`config.mk`:
```
export PLATFORM = sky130hd
export DESIGN_NAME = mtm_btn_debouncer
export DESIGN_NICKNAME = d
export VERILOG_FILES = /design/src/rtl/mtm_btn_debouncer_pkg.sv /design/src/rtl/mtm_btn_debouncer_channel.sv /design/src/rtl/mtm_btn_debouncer.sv
export SDC_FILE = /design/constraint.sdc
export NUM_CORES = 1
export LEC_CHECK = 0
export CORE_MARGIN = 8
export CORE_UTILIZATION = 62
export DETAILED_ROUTE_END_ITERATION = 7
export PLACE_DENSITY = 0.81
export SYNTH_ARGS = -nofsm -noshare
export SYNTH_HDL_FRONTEND = slang
export SYNTH_SLANG_ARGS = --single-unit
```
`constraint.sdc`:
```
create_clock -name clk -period 7.5 [get_ports clk]
set_clock_uncertainty 0.15 [all_clocks]
set_input_delay 2.25 -clock clk [delete_from_list [all_inputs] [get_ports clk]]
set_output_delay 2.25 -clock clk [all_outputs]
set_load 0.01 [all_outputs]
```
`src/rtl/mtm_btn_debouncer_pkg.sv`:
```
// Shared types and defaults for the button debouncer.
package mtm_btn_pkg;

    typedef enum logic [1:0] {
        ST_LOW  = 2'd0,
        ST_RISE = 2'd1,
        ST_HIGH = 2'd2,
        ST_FALL = 2'd3
    } btn_state_t;

    // 1 ms at 50 MHz
    localparam int DEFAULT_DEBOUNCE_CYCLES = 50000;

    function automatic int cnt_width(input int cycles);
        return (cycles <= 2) ? 1 : $clog2(cycles);
    endfunction

endpackage

```
`src/rtl/mtm_btn_debouncer_channel.sv`:
```
// One button channel: two-flop synchronizer, debounce FSM and stability counter.
module mtm_btn_debounce_channel
    import mtm_btn_pkg::*;
#(
    parameter int DEBOUNCE_CYCLES = DEFAULT_DEBOUNCE_CYCLES
) (
    input  logic clk,
    input  logic rst,
    input  logic i_btn_async,
    output logic o_level,
    output logic o_press,
    output logic o_release
);

    localparam int CW = cnt_width(DEBOUNCE_CYCLES);
    // The state-entry edge already consumed one stable sample, so the window
    // closes one count early to land the transition on edge 2+DEBOUNCE_CYCLES.
    localparam logic [CW-1:0] TERM = CW'(DEBOUNCE_CYCLES - 2);

    logic       r_sync_meta;
    logic       r_sync;
    btn_state_t r_state;
    btn_state_t w_state_nxt;
    logic [CW-1:0] r_cnt;
    logic [CW-1:0] w_cnt_nxt;
    logic       r_press;
    logic       r_release;
    logic       w_press_nxt;
    logic       w_release_nxt;

    always_ff @(posedge clk or posedge rst) begin
        if (rst) begin
            r_sync_meta <= 1'b0;
            r_sync      <= 1'b0;
        end else begin
            r_sync_meta <= i_btn_async;
            r_sync      <= r_sync_meta;
        end
    end

    always_comb begin
        w_state_nxt   = r_state;
        w_cnt_nxt     = r_cnt;
        w_press_nxt   = 1'b0;
        w_release_nxt = 1'b0;
        case (r_state)
            ST_LOW: begin
                if (r_sync) begin
                    w_state_nxt = ST_RISE;
                    w_cnt_nxt   = '0;
                end
            end
            ST_RISE: begin
                if (!r_sync) begin
                    w_state_nxt = ST_LOW;
                    w_cnt_nxt   = '0;
                end else if (r_cnt == TERM) begin
                    w_state_nxt = ST_HIGH;
                    w_cnt_nxt   = '0;
                    w_press_nxt = 1'b1;
                end else begin
                    w_cnt_nxt = r_cnt + 1'b1;
                end
            end
            ST_HIGH: begin
                if (!r_sync) begin
                    w_state_nxt = ST_FALL;
                    w_cnt_nxt   = '0;
                end
            end
            ST_FALL: begin
                if (r_sync) begin
                    w_state_nxt = ST_HIGH;
                    w_cnt_nxt   = '0;
                end else if (r_cnt == TERM) begin
                    w_state_nxt   = ST_LOW;
                    w_cnt_nxt     = '0;
                    w_release_nxt = 1'b1;
                end else begin
                    w_cnt_nxt = r_cnt + 1'b1;
                end
            end
            default: begin
                w_state_nxt = ST_LOW;
                w_cnt_nxt   = '0;
            end
        endcase
    end

    always_ff @(posedge clk or posedge rst) begin
        if (rst) begin
            r_state   <= ST_LOW;
            r_cnt     <= '0;
            r_press   <= 1'b0;
            r_release <= 1'b0;
        end else begin
            r_state   <= w_state_nxt;
            r_cnt     <= w_cnt_nxt;
            r_press   <= w_press_nxt;
            r_release <= w_release_nxt;
        end
    end

    assign o_level   = (r_state == ST_HIGH) || (r_state == ST_FALL);
    assign o_press   = r_press;
    assign o_release = r_release;

endmodule

```
`src/rtl/mtm_btn_debouncer.sv`:
```
// Button input conditioner: per-channel debounce plus sticky pending flags and irq.
module mtm_btn_debouncer
    import mtm_btn_pkg::*;
#(
    parameter int NUM_BTN         = 4,
    parameter int DEBOUNCE_CYCLES = DEFAULT_DEBOUNCE_CYCLES
) (
    input  logic               clk,
    input  logic               rst,
    input  logic [NUM_BTN-1:0] btn_async,
    input  logic [NUM_BTN-1:0] pend_clr,
    output logic [NUM_BTN-1:0] btn_level,
    output logic [NUM_BTN-1:0] btn_press,
    output logic [NUM_BTN-1:0] btn_release,
    output logic [NUM_BTN-1:0] btn_pending,
    output logic               irq
);

    logic [NUM_BTN-1:0] w_level;
    logic [NUM_BTN-1:0] w_press;
    logic [NUM_BTN-1:0] w_release;
    logic [NUM_BTN-1:0] r_pending;
    logic               r_irq;

    for (genvar g = 0; g < NUM_BTN; g++) begin : g_ch
        mtm_btn_debounce_channel #(
            .DEBOUNCE_CYCLES(DEBOUNCE_CYCLES)
        ) u_ch (
            .clk        (clk),
            .rst        (rst),
            .i_btn_async(btn_async[g]),
            .o_level    (w_level[g]),
            .o_press    (w_press[g]),
            .o_release  (w_release[g])
        );
    end

    // A press landing in the same cycle as its clear keeps the flag set.
    always_ff @(posedge clk or posedge rst) begin
        if (rst) begin
            r_pending <= '0;
            r_irq     <= 1'b0;
        end else begin
            r_pending <= (r_pending & ~pend_clr) | w_press;
            r_irq     <= |r_pending;
        end
    end

    assign btn_level   = w_level;
    assign btn_press   = w_press;
    assign btn_release = w_release;
    assign btn_pending = r_pending;
    assign irq         = r_irq;

endmodule

```
==> results of run 1 <==
-- worst paths after layout --
path,slack [ns],cells past startpoint,end
setup reg to reg,4.61,7,g_ch[2].u_ch.r_cnt[5]
setup / recovery,3.76,1,btn_level[1]
max in group asynchronous,3.98,3,g_ch[3].u_ch.r_state[0]
hold / removal,0.20,0,g_ch[3].u_ch.r_sync
min in group asynchronous,2.10,2,g_ch[0].u_ch.r_cnt[2]
hold reg to reg,0.20,0,g_ch[3].u_ch.r_sync
-- power by group through the flow --
| stage | combinational (mW) | clock [mW] | sequential [mW] |
|---|---|---|---|
| global placement | 0.405 | 0 | 0.621 |
| detailed placement | 0.419 | 0 | 0.624 |
| floorplan | 0.365 | 0 | 0.610 |
| CTS | 0.424 | 0.382 | 0.615 |
| finish | 0.424 | 0.372 | 0.616 |
| global route | 0.473 | 0.404 | 0.625 |
-- synthesized netlist by cell type (3+ instances only) --
cell type and instances:
dfrtp_1 93, nand2_1 58, o21ai_0 37, nand3_1 32, a21oi_1 30, a31oi_1 29, nor2_1 27, inv_1 20
nand4_1 16, buf_4 15, clkbuf_1 14, nor3_1 13, a21o_1 12, or3_1 9, ha_1 8, nor3b_1 8
xor2_1 8, and3_1 7, a22o_1 6, a41oi_1 6, buf_2 4, nand4b_1 4, or2_2 4, and4_1 3
nor4_4 3, o22ai_1 3, or2_1 3, or4b_1 3
-- flip-flops by register name, indices dropped and copies added, names as in the netlist, named ones only --
name,flops
g_ch.u_ch.r_sync,4
btn_pending,4
g_ch.u_ch.r_sync_meta,4
g_ch.u_ch.o_press,4
g_ch.u_ch.r_state,4
g_ch.u_ch.r_cnt,64
g_ch.u_ch.o_release,4
irq,1
-- cells by family after synthesis --
family | Yosys count | synth area share, %
simple gates | 202 | 23.4
compound gates | 128 | 16.4
fa+ha+maj | 8 | 2.11
flops | 93 | 49.0
mux | 6 | 1.53
xor+xnor | 9 | 1.66
buf+inv | 56 | 5.90
-- layout make-up --
class | count | area [um2]
clock buffers | 12 | 155
clock inverters | 4 | 70.1
fillers | 572 | 2400
inverters | 20 | 76.3
multi-input cells | 353 | 2140
flip-flops and latches | 93 | 2330
well taps | 102 | 128
repair buffers | 27 | 268
-- routing by layer --
metal	global-route usage [%]	wire, um
met1	23.2	4360
met3	4.71	527
met2	28.0	4420
met4	5.88	134
met5	0	0
-- per-stage QoR --
stage | instances | area [um2]
final | 611 | 5160
after CTS | 611 | 5160
after global placement | 595 | 4940
after global routing | 611 | 5160
after detailed placement | 595 | 4940
after floorplan | 502 | 4750
==> results.cfg, run 1 <==
[clocking]
clk_latency_ns = 0.35
postCtsResizedCells = 0
cts-root-buf = clkbuf_8
cts_buffer_depth = 2
cts.clk_slew.worst_paths_ns = 0.09
htreeDepth = 3
numCtsBuffers = 9
clock-sinks = 93
cts_hold_buffers = 0
cts_tree = done
postCtsSetupBuffers = 0

[floorplan]
rows = 32
die_width_um = 104
pin_count = 27
die_y_um = 104
coreArea_um2 = 7570
start_util_pct = 62.7
design.die.area_um2 = 10700

[setup_path]
critPathTopFamily = buffers and inverters
crit_chain = clkdlybuf4s50_1
critPathKind = reg -> out
path_buf_inv = 1
start_kind = register
critPathMaxFanout = 5
rr_startpoint = g_ch[2].u_ch.r_cnt[0]
crit_slowest_cell = clkdlybuf4s50_1
cpPeakStageDelay_ns = 0.57
critPathArrivalTime_ns = 1.34
setup.worst_path.end_class = output pin
crit_required_ns = 5.10

[sta]
max_freq_mhz = 267
fin_hold_ws_ns = 0.201
rsz0062_at_grt = no
finalCriticalPeriod_ns = 3.74
finalSetupTns_ns = 0
slew_headroom_pct = 14.8
fin_crit_sh_pct = 49.9
fin_ws_ns = 3.76
setup_viol = 0
tightest_slew_ns = 1.27
maxSlewViolCount = 0
hold_violations = 0

[run_status]
status = complete, no violations

[cells_and_area]
final_cell_mix = dfrtp_1, nand2_1, o21ai_0, nand3_1, a21oi_1
final_util_pct = 68.2
drive_gt1_share_pct = 6.48
fin_nets = 522
num_antenna_cells = 0
final_common_cell = dfrtp_1
area_growth_pct = 8.78

[run]
cap_violations = 0

[routing]
drc = 0
vias = 3722
wl_mm = 9.44
wl_per_cell_um = 15.5
ant_nets = 0
drt-pass1-iter-count = 5
viasPerCell = 6.09
drt_iter0_drc = 133

[global_route]
grt_pass1_vias = 3502
grt_max_degree = 64
grt_first_pass_wirelength_mm = 16.2
track_usage_pct = 17.8
antenna_found_initial = 0
overflow = 0

[synth]
synth_top_area_share_pct = 49.0
ys_seq_elements = 93
synth_area_um2 = 4750
synthesis.instances = 502
synthTopCellsByArea = dfrtp_1, nand2_1, o21ai_0
syn_area_per_cell_um2 = 9.46
synth-edff-count = 0
synth_top_cell_by_area = dfrtp_1
synthArstFlopShare_pct = 100
ys_seq_area_share_pct = 49.0
synth_nets = 520
ys.flop_type = dfrtp_1
ys_types = 48
yosysWarnings = 0

[placement]
dp_hpwl_mm = 6.43
gp_congestion = 0.857
io_buffers = 26
post-place-ws_ns = 3.49

[power]
p_int_uw = 907
pwr-share-clk_pct = 26.3
ir_drop_v = 0.000253
power_frac_comb_pct = 30.0
switching_power_uw = 505
power_frac_seq_pct = 43.6
p_total_mw = 1.41
power_density_nw_per_um2 = 273
switching_share_pct = 35.8
p_leak_nw = 2.21

[hold_path]
hp-start = g_ch[3].u_ch.r_sync_meta
hold_path.class = reg -> reg
(Power assumes the default switching activity.)
==> run 2: changes to the inputs <==
- CORE_UTILIZATION: 62 -> 60
- PLACE_DENSITY: 0.81 -> 0.79
- clock period: 7.5 -> 3.9 ns (I/O delays scaled with it)
==> run 2 against run 1 <==
Effect of this change: design area decreased by 0.15%; utilization shrank 1.2 points; hold slack got worse by 0.0015 ns; via count up 0.51%; routed wire length is 2.5% higher; setup slack lost 2.7 ns; clock power increased by 74%; sequential share of layout area grew 0.066 points; power grew 88%; clock-buffer cell count is 3 lower; sequential power increased by 93%; critical path depth is 6 higher; largest power group unchanged.
==> results.cfg, run 2 (same netlist as run 1, synthesis figures left out) <==
[routing]
drt_iter0_drc = 146
drt-pass1-iter-count = 5
ant_nets = 0
viasPerCell = 6.11
wl_per_cell_um = 15.8
wl_mm = 9.68
vias = 3741
drc = 0

[sta]
slew_headroom_pct = 15.1
tightest_slew_ns = 1.27
hold_violations = 0
finalCriticalPeriod_ns = 2.82
maxSlewViolCount = 0
fin_crit_sh_pct = 72.4
setup_viol = 0
max_freq_mhz = 354
rsz0062_at_grt = no
finalSetupTns_ns = 0
fin_ws_ns = 1.08

[hold_path]
whs_endpoint = g_ch[2].u_ch.r_sync
hp-start = g_ch[2].u_ch.r_sync_meta
hold_path.class = reg -> reg
hold_path_depth = 0

[floorplan]
start_util_pct = 61.8
design.die.area_um2 = 11000
rows = 32
die_width_um = 105
coreArea_um2 = 7690
die_y_um = 105
pin_count = 27

[setup_path]
start_kind = register
ff2ff_path_depth = 7
crit_slowest_cell = or2_0
worstReg2RegEnd = g_ch[2].u_ch.r_cnt[5]
r2r_setup_slack_ns = 1.08
critPathKind = reg -> reg
cpPeakStageDelay_ns = 0.64
crit_required_ns = 3.99
setup.worst_path.end_class = register
critPathMaxFanout = 15
critPathArrivalTime_ns = 2.91
crit_chain = inv_1 -> ha_1 -> or3b_1 -> nor4_2 -> or2_0 -> o21ai_0 -> a22o_1
rr_startpoint = g_ch[2].u_ch.r_cnt[0]

[cells_and_area]
num_antenna_cells = 0
top_register = g_ch.u_ch.r_cnt
fin_nets = 523
final_common_cell = dfrtp_1
area_growth_pct = 8.62
drive_gt1_share_pct = 6.86
finalNonFillerCells = 612
final_cell_mix = dfrtp_1, nand2_1, o21ai_0, nand3_1, a21oi_1
largest_register_ffs = 64
finalInstanceArea_um2 = 5160

[global_route]
track_usage_pct = 18.1
antenna_found_initial = 0
grt_max_degree = 51
overflow = 0
grt_first_pass_wirelength_mm = 16.9
grt_pass1_vias = 3620

[clocking]
htreeDepth = 3
postCtsResizedCells = 0
cts_tree = done
cts-root-buf = clkbuf_8
clock-sinks = 93
cts.clk_slew.worst_paths_ns = 0.10
postCtsSetupBuffers = 0
cts_hold_buffers = 0
cts_buffer_depth = 2
numCtsBuffers = 9
clk_latency_ns = 0.35

[placement]
placed_cells = 596
io_buffers = 26
post-place-ws_ns = 1.09
gp_congestion = 0.875
dp_hpwl_mm = 6.70
place_area_um2 = 4960

[power]
pwr-share-clk_pct = 24.4
power_frac_comb_pct = 30.8
power_density_nw_per_um2 = 515
p_leak_nw = 2.21
p_int_mw = 1.65
power_frac_seq_pct = 44.8
switching_share_pct = 37.7
switching_power_mw = 1.00
ir_drop_v = 0.000409

[run_status]
status = complete, no violations

[run]
cap_violations = 0
run 2: how the worst max path moves through the flow:
stage / startpoint / to / slack [ns]
floorplan: rst / asynchronous set/reset pin / 0.16
global placement: g_ch[2].u_ch.r_cnt[0] / g_ch[2].u_ch.r_cnt[10] / 1.23
detailed placement: g_ch[2].u_ch.r_cnt[0] / g_ch[2].u_ch.r_cnt[5] / 1.09
CTS: g_ch[2].u_ch.r_cnt[0] / g_ch[2].u_ch.r_cnt[5] / 1.07
global route: g_ch[2].u_ch.r_cnt[0] / g_ch[2].u_ch.r_cnt[5] / 0.79
finish: g_ch[2].u_ch.r_cnt[0] / g_ch[2].u_ch.r_cnt[5] / 1.08
run 2: stage by stage:
step           power [mW]  util, %  hold slack (ns)
6_report             2.65     67.1            0.199
5_1_grt              2.84     67.1            0.210
4_1_cts              2.67     67.1            0.205
3_5_place_dp         2.02     64.5            0.186
3_3_place_gp         1.98     64.5            0.183
2_1_floorplan        1.88        -            0.181
run 2: metal layers:
metal | vias up | global-route usage, % | part of all wire (%)
met3 | 15 | 3.50 | 5.3
met2 | 95 | 28.1 | 46
met5 | - | 0 | 0
met4 | 0 | 6.93 | 1.3
met1 | 1812 | 24.6 | 47
li1 | 1819 | - | -
run 2: final cells by class:
class,instances,area (um2)
flip-flops and latches,93,2330
repair buffers,28,288
multi-input cells,353,2140
clock inverters,7,73.8
inverters,20,76.3
clock buffers,9,124
fillers,616,2530
well taps,102,128
run 2: critical path: cells and delay by family (launching register included):
kind	cells	cell delay (ns)
simple gates	3	1.41
compound gates	2	0.47
flops	1	0.45
fa+ha+maj	1	0.13
buf+inv	1	0.09
run 2: power groups by stage:
stage | clock, mW | combinational [mW] | sequential, mW
final | 0.648 | 0.817 | 1.19
after global routing | 0.699 | 0.936 | 1.21
after CTS | 0.665 | 0.820 | 1.18
after detailed placement | 0 | 0.815 | 1.20
after global placement | 0 | 0.783 | 1.19
after floorplan | 0 | 0.702 | 1.17
